[src/rtl/snn_pkg.sv]
// rtl/snn_pkg.sv - shared SNN widths, threshold bounds and neuron state encoding
package snn_pkg;

  // Common drive/membrane width so the summing stage and the neuron agree
  localparam int SNN_WIDTH = 8;

  localparam logic [SNN_WIDTH-1:0] SNN_THRESH_INIT = 8'h20;
  localparam logic [SNN_WIDTH-1:0] SNN_THRESH_MIN  = 8'h08;
  localparam logic [SNN_WIDTH-1:0] SNN_THRESH_MAX  = 8'hF0;

  typedef enum logic {
    INTEGRATE  = 1'b0,
    REFRACTORY = 1'b1
  } lif_state_e;

endpackage

[src/rtl/lif_neuron_if.sv]
// rtl/lif_neuron_if.sv - synaptic drive bus from the summing stage into the neuron
interface lif_neuron_if
  import snn_pkg::*;
#(
  parameter int WIDTH = SNN_WIDTH
);

  logic [WIDTH-1:0] drive_in;
  logic             drive_valid;

  modport master (output drive_in, output drive_valid);
  modport slave  (input  drive_in, input  drive_valid);

endinterface

[src/rtl/lif_threshold_adapt.sv]
// rtl/lif_threshold_adapt.sv - eligibility flag and saturating reward/punish threshold update
module lif_threshold_adapt
  import snn_pkg::*;
#(
  parameter int               WIDTH       = SNN_WIDTH,
  parameter logic [WIDTH-1:0] THRESH_INIT = SNN_THRESH_INIT,
  parameter int               THRESH_STEP = 4,
  parameter logic [WIDTH-1:0] THRESH_MIN  = SNN_THRESH_MIN,
  parameter logic [WIDTH-1:0] THRESH_MAX  = SNN_THRESH_MAX
) (
  input  logic             clk,
  input  logic             rst_n,
  input  logic             ena,
  input  logic             fire,
  input  logic             reward,
  input  logic             punish,
  output logic [WIDTH-1:0] threshold
);

  localparam logic [WIDTH:0] STEP_X = (WIDTH+1)'(THRESH_STEP);

  logic eligible;

  // Adapt only when the neuron has spiked since the last adaptation;
  // a spike in the adapting cycle re-arms eligibility.
  always_ff @(posedge clk or negedge rst_n) begin
    if (!rst_n) begin
      threshold <= THRESH_INIT;
      eligible  <= 1'b0;
    end else if (ena) begin
      if (eligible && reward && !punish) begin
        if ({1'b0, threshold} < ({1'b0, THRESH_MIN} + STEP_X))
          threshold <= THRESH_MIN;
        else
          threshold <= threshold - STEP_X[WIDTH-1:0];
        eligible <= fire;
      end else if (eligible && punish && !reward) begin
        if (({1'b0, threshold} + STEP_X) > {1'b0, THRESH_MAX})
          threshold <= THRESH_MAX;
        else
          threshold <= threshold + STEP_X[WIDTH-1:0];
        eligible <= fire;
      end else if (fire) begin
        eligible <= 1'b1;
      end
    end
  end

endmodule

[src/rtl/lif_neuron.sv]
// rtl/lif_neuron.sv - leaky integrate-and-fire neuron; LIF_REWARD_EN enables threshold adaptation
module lif_neuron
  import snn_pkg::*;
#(
  parameter int               WIDTH         = SNN_WIDTH,
  parameter logic [WIDTH-1:0] THRESH_INIT   = SNN_THRESH_INIT,
  parameter int               LEAK_SHIFT    = 3,
  parameter int               REFRAC_CYCLES = 4,
  parameter int               THRESH_STEP   = 4,
  parameter logic [WIDTH-1:0] THRESH_MIN    = SNN_THRESH_MIN,
  parameter logic [WIDTH-1:0] THRESH_MAX    = SNN_THRESH_MAX
) (
  input  logic             clk,
  input  logic             rst_n,
  input  logic             ena,
  lif_neuron_if.slave      drv,
  input  logic             reward,
  input  logic             punish,
  output logic             spike,
  output logic [WIDTH-1:0] membrane,
  output logic [WIDTH-1:0] threshold,
  output logic             refractory,
  output logic [7:0]       spike_count
);

  lif_state_e       state;
  logic [3:0]       refr_cnt;
  logic [WIDTH-1:0] v_shr;
  logic [WIDTH-1:0] leak;
  logic [WIDTH-1:0] drive_term;
  logic [WIDTH:0]   sum;
  logic             fire;

  // Leak, drive accumulation and threshold compare for the integrating state
  always_comb begin
    v_shr = membrane >> LEAK_SHIFT;
    leak  = '0;
    if (membrane != '0)
      leak = (v_shr == '0) ? WIDTH'(1) : v_shr;
    drive_term = drv.drive_valid ? drv.drive_in : '0;
    sum  = {1'b0, membrane} - {1'b0, leak} + {1'b0, drive_term};
    fire = ena && (state == INTEGRATE) && (sum >= {1'b0, threshold});
  end

  // Integrate/refractory state machine with registered spike and counters
  always_ff @(posedge clk or negedge rst_n) begin
    if (!rst_n) begin
      state       <= INTEGRATE;
      membrane    <= '0;
      refr_cnt    <= '0;
      spike       <= 1'b0;
      spike_count <= '0;
    end else if (!ena) begin
      spike <= 1'b0;
    end else begin
      case (state)
        INTEGRATE: begin
          if (fire) begin
            membrane    <= '0;
            spike       <= 1'b1;
            spike_count <= spike_count + 8'd1;
            refr_cnt    <= 4'(REFRAC_CYCLES);
            state       <= REFRACTORY;
          end else begin
            membrane <= sum[WIDTH-1:0];
            spike    <= 1'b0;
          end
        end
        REFRACTORY: begin
          membrane <= '0;
          spike    <= 1'b0;
          refr_cnt <= refr_cnt - 4'd1;
          if (refr_cnt == 4'd1)
            state <= INTEGRATE;
        end
      endcase
    end
  end

  assign refractory = (state == REFRACTORY);

`ifdef LIF_REWARD_EN
  lif_threshold_adapt #(
    .WIDTH       (WIDTH),
    .THRESH_INIT (THRESH_INIT),
    .THRESH_STEP (THRESH_STEP),
    .THRESH_MIN  (THRESH_MIN),
    .THRESH_MAX  (THRESH_MAX)
  ) u_adapt (
    .clk       (clk),
    .rst_n     (rst_n),
    .ena       (ena),
    .fire      (fire),
    .reward    (reward),
    .punish    (punish),
    .threshold (threshold)
  );
`else
  logic _unused;
  assign threshold = THRESH_INIT;
  assign _unused   = &{1'b0, reward, punish, THRESH_MIN, THRESH_MAX, 32'(THRESH_STEP)};
`endif

endmodule

[src/flat_wrapper.sv]
// flat-port wrapper written by rule: the top's interface ports become plain ports
module lif_neuron_flat import snn_pkg::*;
#(
  parameter int               WIDTH         = SNN_WIDTH,
  parameter logic [WIDTH-1:0] THRESH_INIT   = SNN_THRESH_INIT,
  parameter int               LEAK_SHIFT    = 3,
  parameter int               REFRAC_CYCLES = 4,
  parameter int               THRESH_STEP   = 4,
  parameter logic [WIDTH-1:0] THRESH_MIN    = SNN_THRESH_MIN,
  parameter logic [WIDTH-1:0] THRESH_MAX    = SNN_THRESH_MAX
)
  (clk, rst_n, ena, reward, punish, spike, membrane, threshold, refractory, spike_count, drv_drive_in, drv_drive_valid);
  lif_neuron_if #(.WIDTH(WIDTH)) drv_i ();
  input  logic clk;
  input  logic rst_n;
  input  logic ena;
  input  logic reward;
  input  logic punish;
  output logic spike;
  output logic [WIDTH-1:0] membrane;
  output logic [WIDTH-1:0] threshold;
  output logic refractory;
  output logic [7:0] spike_count;
  input wire logic [$bits(drv_i.drive_in)-1:0] drv_drive_in;
  input wire logic [$bits(drv_i.drive_valid)-1:0] drv_drive_valid;
  assign drv_i.drive_in = drv_drive_in;
  assign drv_i.drive_valid = drv_drive_valid;
  lif_neuron #(.WIDTH(WIDTH), .THRESH_INIT(THRESH_INIT), .LEAK_SHIFT(LEAK_SHIFT), .REFRAC_CYCLES(REFRAC_CYCLES), .THRESH_STEP(THRESH_STEP), .THRESH_MIN(THRESH_MIN), .THRESH_MAX(THRESH_MAX)) u_core (.clk(clk), .rst_n(rst_n), .ena(ena), .drv(drv_i), .reward(reward), .punish(punish), .spike(spike), .membrane(membrane), .threshold(threshold), .refractory(refractory), .spike_count(spike_count));
endmodule
[config.mk]
export PLATFORM = sky130hd
export DESIGN_NAME = lif_neuron_flat
export DESIGN_NICKNAME = d
export VERILOG_FILES = /design/src/rtl/snn_pkg.sv /design/src/rtl/lif_neuron_if.sv /design/src/rtl/lif_threshold_adapt.sv /design/src/rtl/lif_neuron.sv /design/src/flat_wrapper.sv
export SDC_FILE = /design/constraint.sdc
export NUM_CORES = 1
export LEC_CHECK = 0
export ABC_AREA = 0
export CORE_MARGIN = 2
export CORE_UTILIZATION = 29
export DETAILED_ROUTE_END_ITERATION = 6
export PLACE_DENSITY_LB_ADDON = 0.2
export SLEW_MARGIN = 15
export SYNTH_ARGS = -nofsm -noshare
export SYNTH_HDL_FRONTEND = slang
export SYNTH_SLANG_ARGS = --single-unit
[constraint.sdc]
create_clock -name clk -period 8.3 [get_ports clk]
set_input_delay 1.66 -clock clk [delete_from_list [all_inputs] [get_ports clk]]
set_output_delay 1.66 -clock clk [all_outputs]
set_load 0.1 [all_outputs]
# Yosys cells after proc, flatten, opt, wreduce, memory -nomap -nowiden
# Index checks and enable logic that the tools add are counted.
[op_classes]
magnitude_cmp = 1
muxes = 12
n_addsub = 4
reduce_logical = 6
eq_ne = 2
n_bitwise = 1
[op_table]
columns = ["operator", "count"]
rows = [
  ["$mux 8", 2],
  ["$pmux 8 s2", 1],
  ["$mux 5", 2],
  ["$add 9x8->9", 1],
  ["$ge 9x6->1 const B", 1],
  ["$sub 8x8->9", 1],
  ["$add 8x1->8 const B", 1],
  ["$logic_not 8->1", 1],
  ["$pmux 4 s2", 1],
  ["$reduce_bool 8->1", 1],
  ["$eq 4x1->1 const B", 1],
  ["$mux 4", 1],
  ["$pmux 1 s2", 2],
  ["$sub 4x1->4 const B", 1],
  ["$mux 1", 3],
  ["$reduce_and 3->1", 1],
  ["$logic_and 1x1->1", 2],
  ["$ne 2x1->1 const B", 1],
  ["$reduce_and 2->1", 1],
  ["$not 1->1", 1],
]
[totals]
regBits = 22

# Depth between registers and ports, before layout
# Gate-level depths: netlist of the first run.
[logic_depth]
ltp_word = 10
mapped_depth = 13

# Worst setup path before layout of the first run
# OpenSTA, ideal clock, no wires.
[synth_timing]
path_type = "input to register"
from = "in drv_drive_valid"
to = "reg u_core.spike_count[1]"
required_ns = 8.173
setup_time_ns = 0.127
slack_ns = 3.941
n_path_buf = 1
cell_stages = 11
arrival_time_ns = 4.232
cell_sequence = "clkbuf_1 -> nand2_1 -> fa_1 -> inv_1 -> fa_1 -> a211oi_2 -> o21ai_2 -> nand3b_4 -> a32oi_4 -> a21oi_4 -> mux2_4"
[synth_via]
elab_chain_cells = 5
[synth_lines]
columns = ["element", "line_no", "text"]
rows = [
  ["start, declared", "flat_wrapper.sv:25", "input wire logic [$bits(drv_i.drive_valid)-1:0] drv_drive_valid;"],
  ["$mux 8", "lif_neuron.sv:40", "drive_term = drv.drive_valid ? drv.drive_in : '0;"],
  ["$add 9x8->9", "lif_neuron.sv:41", "sum = {1'b0, membrane} - {1'b0, leak} + {1'b0, drive_term};"],
  ["$ge 9x6->1", "lif_neuron.sv:42", "fire = ena && (state == INTEGRATE) && (sum >= {1'b0, threshold});"],
  ["$logic_and 1x1->1", "lif_neuron.sv:42", ""],
  ["$reduce_and 3->1 (no source line)", "-", ""],
  ["end signal, assigned", "lif_neuron.sv:61", "spike_count <= spike_count + 8'd1;"],
  ["end, declared", "lif_neuron.sv:23", "output logic [7:0] spike_count"],
]
# No other way between the ends.
# A chain may end at the register's enable or synchronous reset.

# Worst setup path in the final report of the first run
# Ends and elaborated chain as after synthesis.

==> results.toml, run 1 <==
[worst_setup_path]
cp_slowest_cell = "clkdlybuf4s50_1"
r2r_slack_ns = 5.03
path_max_fanout = 8
cp_common_cell = "fa_1"
required_ns = 8.46
slowest_delay_ns = 0.63
cp-end-kind = "flop"
worstSetupPathType = "primary input to flop"
start_kind = "primary input"
critPathArrivalTime_ns = 4.86
crit_path_cell_trace = "clkdlybuf4s50_1 -> nand2_1 -> fa_1 -> inv_1 -> fa_1 -> a211oi_2 -> o21ai_2 -> nand3b_4 -> a32oi_4 -> a21oi_4 -> mux2_4"

[global_routing]
grt_pass1_vias = 1306
grt_pass1_wl_um = 6092
grt_util_all_layers_pct = 11.67
antenna_found_initial = 0
grt_overflow = 0
grt_start_max_net_pins = 28

[drt]
dr_total_vias = 1297
drt_wl_total_um = 3501
routedWlPerCell_um = 12.24
drt_iter0_drc = 64
drc = 0
firstDrtPassIters = 5
ant_nets = 0
vias_per_cell = 4.535

[pwr]
power_uw = 550.2
power.density_nw_per_um2 = 262.4
p_leak_nw = 0.9872
ir_worst_vdd_mv = 0.2989

[clock_network]
htree_num_levels = 1
cts_resized = 0
clkTransAtPathRegs_ns = 0.08
cts_inserted_buffers = 3
insertion_delay_ns = 0.27
cts.sinks = 22
hold_buffers = 0
root_buffer = "clkbuf_8"
clk_path_buf_depth = 2
cts_tree = "built"
post_cts_buffers = 0

[placement]
routabilityCongestion = 0.7360
io_buffers = 29
hpwlAfterDp_um = 2615

[floorplanning]
num_rows = 28
die_y_um = 81.33
io_pins = 40
start_util_pct = 29.64
dieArea_um2 = 6615
die_x_um = 81.33
core-area_um2 = 5851

[timing]
min_period_over_period_pct = 56.69
whs_ns = 0.4713
fmax_mhz = 212.5
drv_slew = 0
finalHoldViolations = 0
tns_ns = 0
rsz0062_at_grt = "false"
slew_headroom_pct = 34.61
finalCriticalPeriod_ns = 4.705
skew_ns = 0.01112
setup_viol_count_final = 0
worstMarginPinSlew_ns = 0.9777

[synthesis]
yosys.area.top_type = "dfrtp_1"
synth_top_area_share_pct = 31.75
ys_warn_count = 0
syn-cell-area_um2 = 1734
syn_inst = 189
seq_area_frac_synth_pct = 31.75
syn_area_per_cell_um2 = 9.175
synth_seq_cells = 22
synth_common_cells = "26 x inv_1, 22 x dfrtp_1, 16 x nand2_1"
synthArstFlopShare_pct = 100.0
synth_edf_count = 0
ys_types = 42
synth.most_common_cell = "inv_1"
ys.flop_type = "dfrtp_1"
synth_area_leaders = "dfrtp_1 32%, ha_1 11%, fa_1 5.8%, inv_1 5.6%, xor2_1 5.1%"

[layout]
fin_util_pct = 35.84
diodes = 0
drive_gt1_share_pct = 7.583
area_growth_pct = 20.92
layout.nets = 246

[flow_run]
maxCapViolCount = 0

[worst_hold_path]
hp-class = "flop to flop"

[status]
status = "finished clean"
through the flow:
| step | instance area (um2) | instances | worst slack [ns] |
|---|---|---|---|
| finish | 2097 | 286 | 3.595 |
| global route | 2097 | 286 | 3.416 |
| CTS | 2102 | 286 | 3.556 |
| detailed placement | 2047 | 282 | 3.266 |
| global placement | 2047 | 282 | 3.265 |
| floorplan | 1757 | 195 | 3.941 |
cells by family after synthesis:
logic type               share of synthesized area (%)
AND/OR/NAND/NOR                                  15.15
buffers and inverters                            11.04
AO/OA/AOI/OAI                                    17.53
flip-flops                                       31.75
adder cells (fa/ha/maj)                          16.59
XOR/XNOR                                         6.061
other                                           0.4331
multiplexers                                     1.443
worst paths after layout:
| kind | start | endpoint | depth (start not counted) |
|---|---|---|---|
| setup / recovery | drv_drive_valid | u_core.spike_count[1] | 11 |
| hold / removal | u_core.spike_count[7] | u_core.spike_count[7] | 1 |
| setup reg to reg | u_core.membrane[6] | u_core.spike_count[1] | 13 |
| hold reg to reg | u_core.spike_count[7] | u_core.spike_count[7] | 1 |
| max in group asynchronous | rst_n | u_core.spike_count[1] | 1 |
| min in group asynchronous | rst_n | u_core.refr_cnt[2] | 1 |
critical path: cells and delay by family:
kind            cells  cell delay, ns
compound gates      4            0.93
fa+ha+maj           2            0.98
buf+inv             2            0.70
mux                 1            0.31
simple gates        2            0.28
layer usage:
| layer | up-vias | global-route usage, % | wire (um) |
|---|---|---|---|
| li1 | 663 | - | - |
| met1 | 608 | 14.90 | 1628 |
| met2 | 22 | 20.08 | 1708 |
| met3 | 4 | 2.667 | 144 |
| met4 | 0 | 2.373 | 20 |
| met5 | - | 0 | 0 |
cells in the final DEF (no fill, tap or decap), types with 7 or more instances in the layout:
master,count
a21oi_1,11
clkdlybuf4s50_1,28
conb_1,8
dfrtp_1,22
ha_1,15
inv_1,26
nand2_1,16
nor2_1,7
xor2_1,10
where the power goes:
| part | switching [mW] | internal, mW | leakage, nW |
|---|---|---|---|
| clock | 0.0387 | 0.0424 | 0.0288 |
| sequential | 0.0355 | 0.133 | 0.285 |
| combinational | 0.208 | 0.0933 | 0.674 |
flip-flops by register name, indices dropped and copies added (netlist names):
register            count
u_core.spike_count      8
u_core.membrane         8
u_core.refr_cnt         4
u_core.refractory       1
u_core.spike            1
cell type report:
cell class	instances	area [um2]
tap	75	93.84
fill	607	3754
inverter	26	97.59
multi-input combinational	130	1015
timing repair buffer	29	285.3
sequential	22	550.5
clock buffer	4	55.05
Power figures use the tool's default switching activity.
==> run 2, diff against run 1 <==
==> constraint.sdc (replaced) <==
create_clock -name clk -period 4.4 [get_ports clk]
set_input_delay 0.88 -clock clk [delete_from_list [all_inputs] [get_ports clk]]
set_output_delay 0.88 -clock clk [all_outputs]
set_load 0.1 [all_outputs]
==> results.toml, run 2 (same netlist as run 1, synthesis figures left out) <==
[global_routing]
grt_pass1_wl_um = 5975
grt_overflow = 0
grt_pass1_vias = 1307
grt_util_all_layers_pct = 11.50
antenna_found_initial = 0
grt_start_max_net_pins = 28

[floorplanning]
die_x_um = 81.33
die_y_um = 81.33
io_pins = 40
dieArea_um2 = 6615
core-area_um2 = 5851
num_rows = 28
start_util_pct = 29.64

[drt]
routedWlPerCell_um = 12.44
firstDrtPassIters = 4
drt_wl_total_um = 3595
drc = 0
vias_per_cell = 4.540
dr_total_vias = 1312
ant_nets = 0
drt_iter0_drc = 54

[placement]
io_buffers = 29
place_inst = 285
hpwlAfterDp_um = 2657
routabilityCongestion = 0.7520

[clock_network]
clkTransAtPathRegs_ns = 0.09
insertion_delay_ns = 0.27
htree_num_levels = 1
cts.sinks = 22
clk_path_buf_depth = 2
post_cts_buffers = 0
cts_inserted_buffers = 3
root_buffer = "clkbuf_8"
hold_buffers = 0
cts_resized = 0
cts_tree = "built"

[layout]
nFillCells = 608
diodes = 0
instances_no_fill = 289
final_cell_mix = "28 x clkdlybuf4s50_1, 26 x inv_1, 22 x dfrtp_1"
area_growth_pct = 23.16
final_common_cell = "clkdlybuf4s50_1"
register_area_um2 = 550.5
drive_gt1_share_pct = 8.879
multi_input_area_um2 = 1015
reg_top3 = "u_core.membrane: 8 flops, u_core.spike_count: 8 flops, u_core.refr_cnt: 4 flops"
layout.nets = 249

[worst_setup_path]
slowest_delay_ns = 0.52
worstSetupStartpoint = "drv_drive_valid"
regToRegStartpoint = "u_core.membrane[7]"
r2r-end = "u_core.spike_count[1]"
critPathArrivalTime_ns = 3.93
r2r_slack_ns = 1.11
cp-end-kind = "flop"
worstSetupPathType = "primary input to flop"
cp_slowest_cell = "clkdlybuf4s50_1"
crit_end = "u_core.spike_count[1]"
cp_common_cell = "fa_1"
required_ns = 4.56
r2r_cells = 13
crit_path_cell_trace = "clkdlybuf4s50_1 -> nand2_1 -> fa_1 -> inv_1 -> fa_1 -> a211oi_2 -> o21ai_2 -> nand3b_4 -> a32oi_4 -> a21oi_4 -> mux2_4"
path_max_fanout = 8
start_kind = "primary input"

[status]
status = "finished clean"

[timing]
rsz0062_at_grt = "false"
tns_ns = 0
finalHoldViolations = 0
fmax_mhz = 265.1
setup_viol_count_final = 0
min_period_over_period_pct = 85.74
slew_headroom_pct = 34.75
worstMarginPinSlew_ns = 0.9757
skew_ns = 0.004524
finalCriticalPeriod_ns = 3.772
drv_slew = 0

[pwr]
clkPwrFrac_pct = 18.0
p_sw_uw = 533.7
p_leak_nw = 1.009
intPower_uw = 553.2
ir_worst_vdd_mv = 0.5411
power_mw = 1.087
pwr-share-seq_pct = 29.0
comb_power_share_pct = 52.9
switching_share_pct = 49.10
power.density_nw_per_um2 = 508.9

[worst_hold_path]
hp-class = "flop to flop"

[flow_run]
maxCapViolCount = 0
## run 2: changes by cell type in the layout (fill, tap and decap cells not counted)
cell,change
bufinv_16,+1
buf_4,+3
clkbuf_8,-1
## run 2: how the worst min path moves through the flow
stage / startpoint / endpoint / cells past startpoint / slack [ns]
final: u_core.spike_count[7] / u_core.spike_count[7] / 1 / 0.47
after global routing: u_core.spike_count[7] / u_core.spike_count[7] / 1 / 0.50
after CTS: u_core.spike_count[7] / u_core.spike_count[7] / 1 / 0.48
after detailed placement: u_core.spike_count[7] / u_core.spike_count[7] / 1 / 0.47
after global placement: u_core.spike_count[7] / u_core.spike_count[7] / 1 / 0.46
after floorplan: u_core.refr_cnt[0] / u_core.refr_cnt[0] / 1 / 0.50
## run 2: final cells by class
type / instances / share of cell area [%]
multi-input cells: 130 / 47.51
flip-flops and latches: 22 / 25.78
inverters: 26 / 4.569
clock inverters: 1 / 1.406
clock buffers: 3 / 1.933
well taps: 75 / 4.394
repair buffers: 32 / 14.41
## run 2: metal layers
metal | part of all wire (%) | vias up | track usage [%] | wire length [um]
met2 | 49 | 27 | 19.75 | 1752
met4 | 0.47 | 0 | 2.034 | 17
li1 | - | 665 | - | -
met3 | 4.7 | 2 | 2.889 | 168
met5 | 0 | - | 0 | 0
met1 | 46 | 618 | 14.69 | 1656
## run 2: power by group through the flow
stage               Clock [mW]  Sequential (mW)  Combinational [mW]
floorplan                    0            0.511               0.260
global placement             0            0.320               0.576
detailed placement           0            0.318               0.579
CTS                      0.203            0.315               0.581
global route             0.209            0.325               0.618
finish                   0.196            0.315               0.576
## run 2: through the flow
stage / setup WS [ns] / hold slack [ns] / util (%) / area, um2
global placement: 0.3285 / 0.4611 / 35.37 / 2069
detailed placement: 0.3076 / 0.4660 / 35.37 / 2069
CTS: 0.6018 / 0.4786 / 36.59 / 2141
global route: 0.4970 / 0.4985 / 36.51 / 2136
finish: 0.6275 / 0.4711 / 36.51 / 2136
floorplan: 0.7300 / 0.4993 / - / 1757
## run 2: worst max-delay path, delay by kind of cell
kind                       cells  cell delay [ns]
adders and majority gates      2             0.96
buffers and inverters          2             0.59
and+or+nand+nor                2             0.25
AOI/OAI and AO/OA              4             0.94
muxes                          1             0.31
==> run 3, diff against run 2 <==
--- a/config.mk
+++ b/config.mk
@@ -10,6 +10,7 @@
 export CORE_UTILIZATION = 29
 export DETAILED_ROUTE_END_ITERATION = 6
 export PLACE_DENSITY_LB_ADDON = 0.2
+export SETUP_SLACK_MARGIN = 0.02
 export SLEW_MARGIN = 15
 export SYNTH_ARGS = -nofsm -noshare
 export SYNTH_HDL_FRONTEND = slang
==> constraint.sdc (replaced) <==
create_clock -name clk -period 4.4 [get_ports clk]
set_input_delay 0.88 -clock clk [delete_from_list [all_inputs] [get_ports clk]]
set_output_delay 0.88 -clock clk [all_outputs]
set_load 0.05 [all_outputs]
==> results of run 3 <==
Same layout as run 2 (identical final DEF). Status: finished clean.
Among the figures that moved: total power 1.087 mW -> 0.9587 mW; worst IR drop on VDD 0.5411 mV -> 0.3659 mV
